--- src/rtl/apb_pkg.sv ---
// Shared APB definitions: requester FSM states, default bus widths and a
// helper that sizes the wait-state counter.
package apb_pkg;

  localparam int unsigned APB_ADDR_WIDTH = 32;
  localparam int unsigned APB_DATA_WIDTH = 32;

  typedef enum logic [1:0] {
    IDLE   = 2'd0,
    SETUP  = 2'd1,
    ACCESS = 2'd2,
    RESP   = 2'd3
  } apb_master_state_t;

  // Bits needed to count 0..timeout, never less than one.
  function automatic int unsigned apb_cnt_width(input int unsigned timeout);
    int unsigned w;
    w = $clog2(timeout + 1);
    return (w < 1) ? 1 : w;
  endfunction

endpackage

--- src/rtl/apb_master.sv ---
// APB requester: turns a valid/ready command into one SETUP/ACCESS transfer
// and returns read data plus error/timeout status on a valid/ready response.
module apb_master
  import apb_pkg::*;
#(
  parameter int unsigned ADDR_WIDTH     = APB_ADDR_WIDTH,
  parameter int unsigned DATA_WIDTH     = APB_DATA_WIDTH,
  parameter int unsigned TIMEOUT_CYCLES = 16
) (
  input  logic                  PCLK,
  input  logic                  PRESET,
  input  logic                  cmd_valid,
  output logic                  cmd_ready,
  input  logic                  cmd_write,
  input  logic [ADDR_WIDTH-1:0] cmd_addr,
  input  logic [DATA_WIDTH-1:0] cmd_wdata,
  output logic                  rsp_valid,
  input  logic                  rsp_ready,
  output logic [DATA_WIDTH-1:0] rsp_rdata,
  output logic                  rsp_err,
  output logic                  rsp_timeout,
  output logic [ADDR_WIDTH-1:0] PADDR,
  output logic                  PSEL,
  output logic                  PENABLE,
  output logic                  PWRITE,
  output logic [DATA_WIDTH-1:0] PWDATA,
  input  logic [DATA_WIDTH-1:0] PRDATA,
  input  logic                  PREADY,
  input  logic                  PSLVERR
);

  localparam int unsigned CNT_W   = apb_cnt_width(TIMEOUT_CYCLES);
  localparam bit          TO_EN   = (TIMEOUT_CYCLES > 0);
  localparam int unsigned TO_LAST = TO_EN ? (TIMEOUT_CYCLES - 1) : 0;

  apb_master_state_t     state_q, state_d;
  logic [CNT_W-1:0]      cnt_q, cnt_d;
  logic                  psel_q, psel_d;
  logic                  penable_q, penable_d;
  logic                  pwrite_q, pwrite_d;
  logic [ADDR_WIDTH-1:0] paddr_q, paddr_d;
  logic [DATA_WIDTH-1:0] pwdata_q, pwdata_d;
  logic                  rsp_valid_q, rsp_valid_d;
  logic                  rsp_err_q, rsp_err_d;
  logic                  rsp_timeout_q, rsp_timeout_d;
  logic [DATA_WIDTH-1:0] rsp_rdata_q, rsp_rdata_d;

  logic xfer_done;
  logic timeout_hit;

  // Completion requires the full PSEL/PENABLE/PREADY handshake; the timeout
  // fires on the last permitted ACCESS edge only if PREADY is still low.
  assign xfer_done   = psel_q && penable_q && PREADY;
  assign timeout_hit = TO_EN && !PREADY && (cnt_q == CNT_W'(TO_LAST));

  always_comb begin
    state_d       = state_q;
    cnt_d         = cnt_q;
    psel_d        = psel_q;
    penable_d     = penable_q;
    pwrite_d      = pwrite_q;
    paddr_d       = paddr_q;
    pwdata_d      = pwdata_q;
    rsp_valid_d   = rsp_valid_q;
    rsp_err_d     = rsp_err_q;
    rsp_timeout_d = rsp_timeout_q;
    rsp_rdata_d   = rsp_rdata_q;

    case (state_q)
      IDLE: begin
        if (cmd_valid) begin
          paddr_d   = cmd_addr;
          pwrite_d  = cmd_write;
          pwdata_d  = cmd_wdata;
          psel_d    = 1'b1;
          penable_d = 1'b0;
          cnt_d     = '0;
          state_d   = SETUP;
        end
      end
      SETUP: begin
        penable_d = 1'b1;
        state_d   = ACCESS;
      end
      ACCESS: begin
        if (xfer_done) begin
          rsp_rdata_d   = pwrite_q ? '0 : PRDATA;
          rsp_err_d     = PSLVERR;
          rsp_timeout_d = 1'b0;
          rsp_valid_d   = 1'b1;
          psel_d        = 1'b0;
          penable_d     = 1'b0;
          state_d       = RESP;
        end else if (timeout_hit) begin
          rsp_rdata_d   = '0;
          rsp_err_d     = 1'b1;
          rsp_timeout_d = 1'b1;
          rsp_valid_d   = 1'b1;
          psel_d        = 1'b0;
          penable_d     = 1'b0;
          state_d       = RESP;
        end else if (TO_EN) begin
          cnt_d = cnt_q + CNT_W'(1);
        end
      end
      RESP: begin
        if (rsp_ready) begin
          rsp_valid_d = 1'b0;
          cnt_d       = '0;
          state_d     = IDLE;
        end
      end
      default: state_d = IDLE;
    endcase
  end

  always_ff @(posedge PCLK or posedge PRESET) begin
    if (PRESET) begin
      state_q       <= IDLE;
      cnt_q         <= '0;
      psel_q        <= 1'b0;
      penable_q     <= 1'b0;
      pwrite_q      <= 1'b0;
      paddr_q       <= '0;
      pwdata_q      <= '0;
      rsp_valid_q   <= 1'b0;
      rsp_err_q     <= 1'b0;
      rsp_timeout_q <= 1'b0;
      rsp_rdata_q   <= '0;
    end else begin
      state_q       <= state_d;
      cnt_q         <= cnt_d;
      psel_q        <= psel_d;
      penable_q     <= penable_d;
      pwrite_q      <= pwrite_d;
      paddr_q       <= paddr_d;
      pwdata_q      <= pwdata_d;
      rsp_valid_q   <= rsp_valid_d;
      rsp_err_q     <= rsp_err_d;
      rsp_timeout_q <= rsp_timeout_d;
      rsp_rdata_q   <= rsp_rdata_d;
    end
  end

  // Only combinational output: ready in IDLE, forced low during reset.
  assign cmd_ready   = (state_q == IDLE) && !PRESET;

  assign PSEL        = psel_q;
  assign PENABLE     = penable_q;
  assign PWRITE      = pwrite_q;
  assign PADDR       = paddr_q;
  assign PWDATA      = pwdata_q;
  assign rsp_valid   = rsp_valid_q;
  assign rsp_err     = rsp_err_q;
  assign rsp_timeout = rsp_timeout_q;
  assign rsp_rdata   = rsp_rdata_q;

endmodule
--- config.mk ---
export PLATFORM = sky130hd
export DESIGN_NAME = apb_master
export DESIGN_NICKNAME = d
export VERILOG_FILES = /design/src/rtl/apb_pkg.sv /design/src/rtl/apb_master.sv
export SDC_FILE = /design/constraint.sdc
export NUM_CORES = 1
export LEC_CHECK = 0
export ABC_AREA = 0
export BUFFER_PORTS_ARGS = -buffer_cell sky130_fd_sc_hd__buf_2
export CAP_MARGIN = 10
export CORE_ASPECT_RATIO = 0.75
export CORE_MARGIN = 2
export CORE_UTILIZATION = 33
export DETAILED_ROUTE_END_ITERATION = 8
export HOLD_SLACK_MARGIN = 0.08
export MAX_ROUTING_LAYER = met4
export PLACE_DENSITY = 0.61
export SETUP_SLACK_MARGIN = 0.4
export SKIP_LAST_GASP = 1
export SYNTH_ARGS = -nofsm -noshare
export SYNTH_HDL_FRONTEND = slang
export SYNTH_SLANG_ARGS = --single-unit
--- constraint.sdc ---
create_clock -name PCLK -period 5.2 [get_ports PCLK]
set_input_delay 0 -clock PCLK [delete_from_list [all_inputs] [get_ports PCLK]]
set_output_delay 0 -clock PCLK [all_outputs]
set_load 0.02 [all_outputs]
==> results.md, run 1 <==
Yosys:
- After synthesis, the share of flip-flops with an asynchronous set or reset is between 90% and 100%.
- For this run, the number of Yosys warnings is 0.
- The most frequently used cell type in the post-synthesis netlist is dfrtp_1.
- Sorting the synthesized cells by area gives the leading types as dfrtp_1, mux2_2, a22o_1.
- The share of Yosys cell area claimed by the top area cell type is 63.2%.
- Sequential elements use 63.2% of the synthesized area.
- Counting flops and latches in the post-synthesis netlist gives 109.
- The number of flops mapped to enable cells by yosys is 0.
- The largest area contributor in the synthesized netlist is dfrtp_1.
- Synthesis handed over a netlist of 288 instances.
- The number of nets in the synthesized netlist is about 400.
- Averaged over all synthesized cells, the footprint is ~15 um2.
- After synthesis the cells add up to between 0.004 and 0.005 mm2.
- For this run, the leading register cell type out of synthesis is dfrtp_1.
- In this run, distinct cell masters in the synthesized netlist total 33.
- Sorting the synthesized cells by how often they occur yields dfrtp_1, mux2_2, a22o_1.

Clocking:
- Counting every sink on the clock net gives 109.
- The clock passes through at most 2 buffers.
- The TritonCTS clock tree is built.
- The number of buffers inserted during clock tree synthesis is 9.
- The maximum level of the CTS H-tree is 3.
- At the later pin of the worst-skew pair, clock insertion delay measures 0.35 ns.
- Clock-pin slew was measured on the worst setup and hold paths at approximately 0.070 ns.
- The buffer cell driving the clock tree root is clkbuf_16.

Cells and area:
- The final cell count without fillers is 769.
- Cells with a size suffix above 1 make up 49.3% of the layout.
- The growth of design area from synthesis to finish is 57.6%.
- The number of nets in the finished design is around 710.
- The repair_antennas step left the layout with diodes totalling 0.

STA:
- Setup repair after global routing left no endpoint under its margin.
- Headroom to the max-slew limit came out at 20.5%.
- The worst-case clock skew is 0.00710 ns.
- The final period utilization is 49.6%.
- At the pin with the least slew margin, the transition time is 1.19 ns.
- The final count of hold timing violations was 0.
- Static timing analysis puts the maximum clock frequency at 388 MHz.
- The final critical path time including I/O delays and setup is 2.58 ns.
- Setup violations remaining at the end of the flow were counted as 0.
- After routing, the total negative slack on setup checks comes to 0 ns.
- The slack of the critical path is 2.62 ns.
- The number of max-slew violations in the final report is 0.

Floorplanning:
- The die outline width is 136 um.
- Measured along the y axis, the die boundary spans 103 um.
- The die covers between 0.01 and 0.015 mm2.
- The initial core utilization is between 30 and 40%.
- Pin placement for this block handled between 200 and 250 I/O pins.
- In this run the core area contains 36 standard-cell rows.
- The area of the core is 0.0129 mm2.

Worst setup path:
- STA puts the critical path data required time at 5.46 ns.
- The critical path arrival is between 2 and 3 ns.
- Of all nets on the critical path, the largest fanout is 36.
- The worst setup path is captured at a flip-flop.
- The critical path is of the reg -> reg type.
- The startpoint class of the critical path is a flip-flop.

Placement:
- Timing analysis after detailed placement gives a worst setup slack of between 2 and 3 ns.
- In this run the tool buffered the top-level ports with 205 buffer cells.
- The congestion estimate from routability-driven global placement came to approximately 0.85.
- Detailed placement finished with a half-perimeter wire length of 7280 um.
- Once placement completed, the tool counted placed cells totaling between 600 and 700.

Pwr:
- IR analysis of the VDD net gives a maximum drop of 0.295 mV.
- The switching power total is around 0.0015 W.
- The clock network fraction of total power is 17.1%.
- The power per cell area is 584 mW/mm2.
- The analysis attributes to cell leakage a power of 3.36 nW.
- The overall power consumption is just under 0.004 W.
- The proportion of total power due to net switching is 38.8%.
- In this run, the combinational gates consume 45.4% of the power.
- The internal power of the cells totals approximately 0.0024 W.
- The register share of total power is 37.6%.

Drt:
- In this run the remaining antenna-violating nets after routing total 0.
- The routed wire length is about 11000 um.
- After the first detailed-routing iteration, the DRC count stood at around 180.
- For this run, design rule violations remaining after detail routing come to 0.
- The number of detailed-routing iterations run before antenna repair is 4.
- In the final routed layout, each cell accounts on average for ~15 um.
- The via count of the routed design is 3492.
- Using the TritonRoute via totals, the vias-per-cell ratio works out to 4.54.

Hold path:
- The type of the tightest min-delay check is in -> async.

Global route:
- The global-route wire length before repair is 17300 um.
- The initial antenna violation count is 0.
- Across every metal layer, demand over resource in global routing totals 16.4%.
- The number of global-route vias before repair was 3552.
- The total global routing overflow is 0.
- The maximum number of pins on one net before global-route repair is 65.

Run status:
- The run finished with clean final reports.

Run:
- The tool flagged a number of max-cap violations equal to 0.
-- routing by layer --
layer,share of wire [%],global-route usage [%],vias to the layer above,routed length (um)
met5,0,-,-,0
met4,2.1,6.57,0,238
met3,7.0,4.72,17,800
met2,47,26.0,148,5390
met1,44,19.9,1667,4960
li1,-,-,1660,-
-- sequential cells by signal, indices dropped and copies added (netlist names) --
| signal | flops |
|---|---|
| PADDR | 32 |
| PWDATA | 32 |
| rsp_rdata | 32 |
| cnt_q | 5 |
| state_q | 2 |
| PENABLE | 1 |
| PSEL | 1 |
| PWRITE | 1 |
| rsp_err | 1 |
| rsp_timeout | 1 |
| rsp_valid | 1 |
-- final cells by class --
class	count	area (um2)
repair buffers	310	2070
fillers	1128	6080
clock inverters	3	46.3
flip-flops and latches	109	2730
well taps	171	214
clock buffers	12	246
multi-input cells	159	1470
inverters	5	21.3
-- power by group through the flow --
stage | combinational [W] | clock [W] | sequential, W
2_1_floorplan | 0.000659 | 0 | 0.00198
3_3_place_gp | 0.00171 | 0 | 0.00148
3_5_place_dp | 0.00175 | 0 | 0.00150
4_1_cts | 0.00181 | 0.000706 | 0.00149
5_1_grt | 0.00193 | 0.000741 | 0.00155
6_report | 0.00180 | 0.000678 | 0.00149
-- critical path, cell delays in order, from the launching register on --
cell	delay (ns)
dfrtp_1	0.42
ha_1	0.24
and3_1	0.17
ha_1	0.23
nand2b_4	0.11
a21o_1	0.92
a31oi_1	0.22
a41oi_2	0.20
-- cell usage in the layout, fill, tap and decap left out, types with 3 or more instances in the layout --
cell type      synthesis  final
and3_1                 3      3
nor2_1                 4      3
buf_2                 11    205
clkbuf_16              0      9
nor2b_1                4      4
a21oi_1                5      5
nand3_1                5      5
o2bb2ai_1              3      3
dlygate4sd3_1          0    102
mux2_2                67     67
o21ai_0                3      3
nand2_1                5      4
inv_1                  5      4
ha_1                   8      8
dfrtp_1              109    109
a22o_1                33     33
buf_4                  0      3
-- stage by stage --
step / util (%) / instance area [um2] / hold slack [ns]
6_report: 52.8 / 6800 / 0.276
5_1_grt: 52.8 / 6800 / 0.344
4_1_cts: 52.8 / 6800 / 0.296
3_5_place_dp: 42.6 / 5490 / 0.123
3_3_place_gp: 42.6 / 5490 / 0.111
2_1_floorplan: - / 4320 / 0.0781
-- cell families after synthesis --
logic type | after synthesis | synth area share (%)
flip-flops | 109 | 63.2
AND/OR/NAND/NOR | 30 | 3.94
adder cells (fa/ha/maj) | 8 | 2.32
multiplexers | 67 | 17.5
AO/OA/AOI/OAI | 54 | 10.3
buffers and inverters | 20 | 2.75
-- final timing paths --
kind,startpoint,to,slack (ns),cells past startpoint
max,cnt_q[0]$_DFFE_PP0P_,cnt_q[0]$_DFFE_PP0P_,2.62,7
min,PRESET,state_q[0]$_DFFE_PP0P_,0.28,3
max reg2reg,cnt_q[0]$_DFFE_PP0P_,cnt_q[0]$_DFFE_PP0P_,2.62,7
min reg2reg,rsp_rdata[12]$_DFFE_PP0P_,rsp_rdata[12]$_DFFE_PP0P_,0.50,1
max in group asynchronous,PRESET,PWDATA[18]$_DFFE_PP0P_,3.72,4
min in group PCLK,cmd_wdata[29],PWDATA[29]$_DFFE_PP0P_,0.41,3
-- timing repair --
item	4_1_cts	5_1_grt
buffers inserted	0	0
hold buffers	102	0
gates resized for setup	0	0
endpoints found under the hold margin	146	0
Note: power is estimated with default switching activity, not from simulation.
==> run 2, diff against run 1 <==
- clock period: 5.2 -> 2.5 ns (I/O delays scaled with it)
==> run 2 against run 1 <==
Final area increased by 1.0%. Clock power increased by 92%. Critical path depth unchanged. Flip-flop and latch count unchanged. Final cell count increased by 0.91%. Setup slack got worse by 2.1 ns. Global-route usage increased by 0.63 points. Highest routed layer unchanged. Non-clock buffer count increased by 7. Routed wire length increased by 4.9%. Count of clock-buffer cells in the layout decreased by 2. Maximum frequency increased by 29%.
==> results.md, run 2 (synthesized netlist as in run 1, its figures left out) <==
Cells and area:
- The leading cell type in the layout, fill and taps excluded is buf_2.
- In the final layout, the share of cells above drive strength 1 is 50.4%.
- The antenna diode count is 0.
- The number of nets in the finished design is 712.
- In the layout the commonest cells are buf_2, dfrtp_1, dlygate4sd3_1, mux2_2, a22o_1.
- Counting the fill cells in the layout gives 1086.
- The growth of design area from synthesis to finish is 59.1%.
- The final cell count without fillers is between 700 and 800.

Worst setup path:
- STA classifies the critical path endpoint as a flip-flop.
- The maximum fanout count along the critical path is 31.
- The most numerous cell type found on the critical path is ha_1.
- The critical path arrival is between 2 and 2.5 ns.
- The largest single stage delay on the critical path is about 0.42 ns.
- The launch point of the worst reg-to-reg path is cnt_q[0]$_DFFE_PP0P_.
- The worst register-to-register path has a depth of 7.
- The critical path goes through ha_1, and3_1, ha_1, nand2b_4, a21o_2, buf_12, a22o_1.
- The largest individual stage delay along the critical path comes from the cell dfrtp_1.
- For the worst setup path, the data required time is 2.72 ns.
- Across all register-to-register paths, the minimum setup slack is 0.51 ns.
- STA classifies the critical path startpoint as a flip-flop.
- In this run the critical register-to-register path is captured at rsp_rdata[29]$_DFFE_PP0P_.
- The classification of the worst setup path is reg -> reg.

Drt:
- The number of detailed-routing iterations run before antenna repair is 4.
- After detailed routing, the number of vias per cell comes to 4.63.
- The via count of the routed design is 3596.
- After detailed routing, the average wire length per cell comes to 15.4 um.
- The routed wire length is 11900 um.
- The final antenna-violating net count is 0.
- In this run, the number of DRC markers left after iteration 0 of detailed routing was 93.
- For this run, design rule violations remaining after detail routing come to 0.

Clocking:
- The buffer depth of the longest clock path is 2.
- After clock tree synthesis, the clock-pin slew on the worst setup and hold paths is 0.07 ns.
- The H-tree was split into 3 levels.
- The count of buffers added by post-CTS timing repair for setup is 0.
- The tree built by TritonCTS fans out to about 110 sinks.
- TritonCTS built the clock tree.
- The root buffer cell chosen for the clock tree is clkbuf_16.
- The number of buffers inserted during clock tree synthesis is 9.
- At the later pin of the worst-skew pair, clock insertion delay measures around 0.34 ns.

Floorplanning:
- In this run the horizontal extent of the chip is 136 um.
- 206 I/O pins were placed.
- The die covers 0.0140 mm2.
- The core region is roughly 0.013 mm2.
- In this run the core area contains 36 standard-cell rows.
- For this configuration, the core starts out at a cell density of between 30% and 40%.
- The height of the die is 103 um.

Global route:
- The met2 usage is between 20 and 30%.
- The first global-routing pass estimated 18000 um of wire.
- The initial antenna violation count is 0.
- In the global route stage, met1 resource usage came out at 21.0%.
- Entering global routing, the biggest net connects 51 pins.
- For met3 alone, demand over resource in global routing was 4.13%.
- After global routing the overflow that remains totals 0.
- Global routing used 17.0% of the available tracks across all layers.
- The busiest layer in global routing is met2.
- The number of global-route vias before repair came to 3679.

STA:
- Measured against its own limit, the worst slew margin works out to 58.4%.
- In the finished design, the share of the clock period the worst path needs comes to 79.7%.
- The number of max-slew violations in the final report came to 0.
- The final count of hold timing violations was 0.
- The final critical path time including I/O delays and setup is 1.99 ns.
- Derived from the worst setup path, the maximum achievable clock frequency is 502 MHz.
- Adding up every negative setup slack in the final design gives 0 ns.
- Setup violations remaining at the end of the flow were counted as 0.
- The transition time of the tightest slew-check pin is 0.624 ns.
- Setup repair after global routing left no endpoint under its margin.
- Across the routed clock network, the largest skew measured is 0.0101 ns.

Placement:
- The placed wire-length estimate after detailed placement is a little under 8000 um.
- The weighted congestion reported at the end of routability-driven placement is 0.766.
- Port buffering added 205 buffers.
- After detailed placement, the design holds a cell count of around 660.

Pwr:
- The maximum resistive drop on vdd is 0.562 mV.
- The leakage power of the design is 3.39 nW.
- For this design the ratio of total power to cell area is 1200 mW/mm2.

Hold path:
- In this run the worst hold path is classified as in -> async.

Run:
- The tool flagged a number of max-cap violations equal to 0.

Run status:
- The run finished with clean final reports.
-- run 2: final cells by class --
| type | count | area (um2) | area share, % |
|---|---|---|---|
| clock inverters | 5 | 37.5 | 0.547 |
| multi-input cells | 159 | 1480 | 21.5 |
| repair buffers | 317 | 2160 | 31.4 |
| flip-flops and latches | 109 | 2730 | 39.7 |
| inverters | 5 | 22.5 | 0.328 |
| clock buffers | 10 | 229 | 3.33 |
| well taps | 171 | 214 | 3.12 |
-- run 2: critical path, delay by kind of cell (launching register included) --
family / cells / cell delay (ns)
compound gates: 2 / 0.53
fa+ha+maj: 2 / 0.47
flops: 1 / 0.42
buf+inv: 1 / 0.18
simple gates: 2 / 0.27
-- run 2: worst max-delay path by stage --
stage,from,to,cells past startpoint
detailed placement,cnt_q[0]$_DFFE_PP0P_,rsp_valid$_DFFE_PP0P_,8
global route,cnt_q[0]$_DFFE_PP0P_,PENABLE$_DFFE_PP0P_,7
floorplan,cnt_q[0]$_DFFE_PP0P_,rsp_rdata[0]$_DFFE_PP0P_,8
global placement,cnt_q[0]$_DFFE_PP0P_,rsp_valid$_DFFE_PP0P_,8
CTS,cnt_q[0]$_DFFE_PP0P_,rsp_valid$_DFFE_PP0P_,8
finish,cnt_q[0]$_DFFE_PP0P_,rsp_rdata[29]$_DFFE_PP0P_,7
-- run 2: through the flow --
stage / hold WS [ns] / setup WS, ns / area, um2 / power [W] / util, %
2_1_floorplan: 0.0781 / 0.751 / 4320 / 0.00549 / -
3_3_place_gp: 0.0690 / 0.516 / 5580 / 0.00672 / 43.3
3_5_place_dp: 0.0733 / 0.464 / 5580 / 0.00683 / 43.3
4_1_cts: 0.243 / 0.447 / 6860 / 0.00831 / 53.3
5_1_grt: 0.301 / 0.420 / 6870 / 0.00876 / 53.3
6_report: 0.260 / 0.506 / 6870 / 0.00826 / 53.3
-- run 2: timing repair --
| action | CTS | global route |
|---|---|---|
| hold buffers | 102 | 0 |
| hold endpoints to repair | 123 | 0 |
| gates resized for setup | 0 | 2 |
| endpoints found under the setup margin | 0 | 31 |
-- run 2: where the power goes --
part           switching (W)  internal (W)  total [W]  leakage (nW)
Combinational        0.00216       0.00169    0.00385          1.93
Sequential          0.000487       0.00263    0.00311          1.34
Clock               0.000628      0.000675    0.00130         0.125
-- run 2: metal layers --
metal	vias to the layer above	share of wire, %
met5	-	0
met4	0	0.83
met3	10	7.4
met2	179	48
met1	1729	44
li1	1678	-
==> run 3, diff against run 2 <==
- PLACE_DENSITY: 0.61 -> 0.64
- clock period: 2.5 -> 1.7 ns (I/O delays scaled with it)
==> run 3 against run 2 <==
Critical endpoint is now rsp_rdata[27]$_DFFE_PP0P_. Via count up 5.3%. Critical path depth is the same. Highest routed layer unchanged. Die area stayed put. Clock skew is 0.0043 ns lower. The flow now finishes with violations (negative setup slack).
==> results.md, run 3 (synthesized netlist as in run 1, its figures left out) <==
Run status:
- The flow ran to the end, but the final reports show violations.
- The final reports fail on negative setup slack.

Placement:
- The setup slack at placement is -0.0497 ns.
- The weighted congestion reported at the end of routability-driven placement is roughly 0.82.
- The instance area after placement is 0.00593 mm2.
- The placed wire-length estimate after detailed placement is 7760 um.
- The count of input and output buffers is 205.

Cells and area:
- The leading cell type in the layout, fill and taps excluded is buf_2.
- The share of layout cells above drive strength 1 is between 50% and 60%.
- The final design area excluding fillers is 0.00784 mm2.
- In the layout the commonest cells are buf_2, dfrtp_1, dlygate4sd3_1, mux2_4, a22o_1.
- In the final layout, the multi-input gates occupy roughly 0.0019 mm2.
- The growth of design area from synthesis to finish is 81.6%.
- 0 antenna diodes ended up in the layout.
- After the last flow step, the layout net total stands at 749.
- The fraction of the core area covered by cells at the end of the flow is 60.8%.
- After filler insertion, the fill cell instance count of the layout stands at 990.
- The flip-flop and latch area is 0.00273 mm2.

Worst setup path:
- The worst setup path is of the reg -> reg kind.
- At the worst endpoint, the required time is 1.93 ns.
- The timing startpoint of the critical path is cnt_q[0]$_DFFE_PP0P_.
- STA classifies the critical path startpoint as a flip-flop.
- In this run the critical register-to-register path is launched from cnt_q[0]$_DFFE_PP0P_.
- The depth of the most critical reg-to-reg path is 7.
- In this run the worst setup path terminates at rsp_rdata[27]$_DFFE_PP0P_.
- Setup slack on the worst reg-to-reg path comes out at -0.03 ns.
- STA classifies the critical path endpoint as a flip-flop.
- STA puts the critical path data arrival time at between 1.5 and 2 ns.
- The capture point of the worst reg-to-reg path is rsp_rdata[27]$_DFFE_PP0P_.
- The maximum fanout count along the critical path is 8.

Floorplanning:
- The die covers 0.0140 mm2.
- The top-level port count is 206.
- From left edge to right edge, the die measures about 140 um.
- The height of the die is 103 um.
- The area of the core is approximately 0.013 mm2.
- The number of placement rows is 36.
- Once the floorplan was initialized, standard cells occupied 33.5% of the core.

Pwr:
- The power per cell area is 1810 mW/mm2.
- The analysis attributes to cell leakage a power of roughly 4.0 nW.
- The maximum resistive drop on vdd is ~0.97 mV.
- The overall power consumption is 0.0142 W.

Global route:
- The total global routing overflow is 0.
- The initial antenna violation count came to 0.
- The maximum number of pins on one net before global-route repair is 76.
- The overall routing resource usage is 19.4%.
- The number of global-route vias before repair is 3885.
- The global-route wire length before repair is 20300 um.

Drt:
- The number of DRC markers after the initial detailed-route iteration is 114.
- The final antenna-violating net count is 0.
- The wire length on met2 is around 7000 um.
- The routed length per instance is between 15 and 20 um.
- The via count of the routed design is 3785.
- The highest layer used for signal routing is met4.
- Summed over all layers, the routed wires come to approximately 14000 um.
- The wire length on met1 is 5720 um.
- The pre-antenna-repair detailed-routing pass consisted of 4 iterations.
- Summed over all nets, wire length on met3 after detailed routing comes to about 880 um.
- Dividing the detail-routed via count by the number of cells gives between 4 and 5.
- After detailed routing, the number of remaining DRC violations is 0.

STA:
- The total of endpoints with negative setup slack in the final report is 19.
- Setup repair after global routing could not meet its margin everywhere.
- The post-route setup TNS is -0.233 ns.
- Subtracting the final worst setup slack from the clock period gives 1.73 ns.
- Static timing analysis puts the maximum clock frequency at around 580 MHz.
- The worst-case clock skew is 0.00581 ns.
- The number of max-slew violations in the final report is 0.
- The final count of hold timing violations is 0.
- The slack of the critical path is -0.0276 ns.
- The worst path uses 102% of the clock period.
- The worst pin sits at a relative slew slack of 71.7%.
- The transition time of the tightest slew-check pin is about 0.42 ns.

Clocking:
- The H-tree was split into 3 levels.
- After clock tree synthesis, the clock-pin slew on the worst setup and hold paths is about 0.070 ns.
- In this run the clock root is driven by a clkbuf_16.
- The clock passes through at most 2 buffers.
- The number of buffers inserted during clock tree synthesis is 9.
- The TritonCTS clock tree is built.
- The clock insertion delay at the later pin of the skew report is 0.34 ns.
- Counting every sink on the clock net gives 109.

Run:
- The number of violations of the max-capacitance limit is 0.

Hold path:
- The min-delay analysis places its worst path in the category in -> reg.
==> run 3: metrics by stage <==
stage / hold WS (ns) / std cells
after floorplan: 0.0781 / 288
after global placement: 0.152 / 671
after detailed placement: 0.165 / 671
after CTS: 0.199 / 808
after global routing: 0.261 / 814
final: 0.257 / 814
==> run 3: power by group <==
group          switching [W]  internal (W)  total, W
Combinational        0.00362       0.00379   0.00741
Clock                0.00104       0.00105   0.00208
Sequential          0.000798       0.00386   0.00466
==> run 3: worst min path at each step <==
stage	start	end	slack, ns	cells after the start
2_1_floorplan	PRESET	cmd_ready	0.08	1
3_3_place_gp	PRESET	state_q[1]$_DFFE_PP0P_	0.15	3
3_5_place_dp	PRESET	state_q[1]$_DFFE_PP0P_	0.16	3
4_1_cts	cmd_valid	PADDR[24]$_DFFE_PP0P_	0.20	3
5_1_grt	cmd_valid	PSEL$_DFFE_PP0P_	0.26	3
6_report	cmd_valid	PSEL$_DFFE_PP0P_	0.26	3
==> run 3: metal layers <==
| layer | global-route usage (%) | up-vias |
|---|---|---|
| li1 | - | 1761 |
| met1 | 23.3 | 1838 |
| met2 | 33.2 | 167 |
| met3 | 4.38 | 19 |
| met4 | 5.53 | 0 |
| met5 | - | - |
==> run 3: area by class of cell <==
class	instances	share of cell area, %
well taps	171	2.73
flip-flops and latches	109	34.8
repair buffers	353	34.1
clock buffers	9	2.87
clock inverters	7	0.990
inverters	5	0.287
multi-input cells	160	24.2
==> run 3: what timing repair did <==
item,4_1_cts,5_1_grt
hold endpoints to repair,209,0
buffers inserted,14,5
hold buffers,101,0
cloned,6,1
resized for setup,44,14
pin swaps,13,9
setup endpoints to repair,110,110
==> run 3: critical path, cell delays in order (launching register included) <==
cell	delay (ns)
dfrtp_1	0.36
ha_2	0.18
and3_4	0.18
ha_4	0.14
nand2b_4	0.08
a21o_4	0.28
buf_12	0.16
a22o_1	0.23
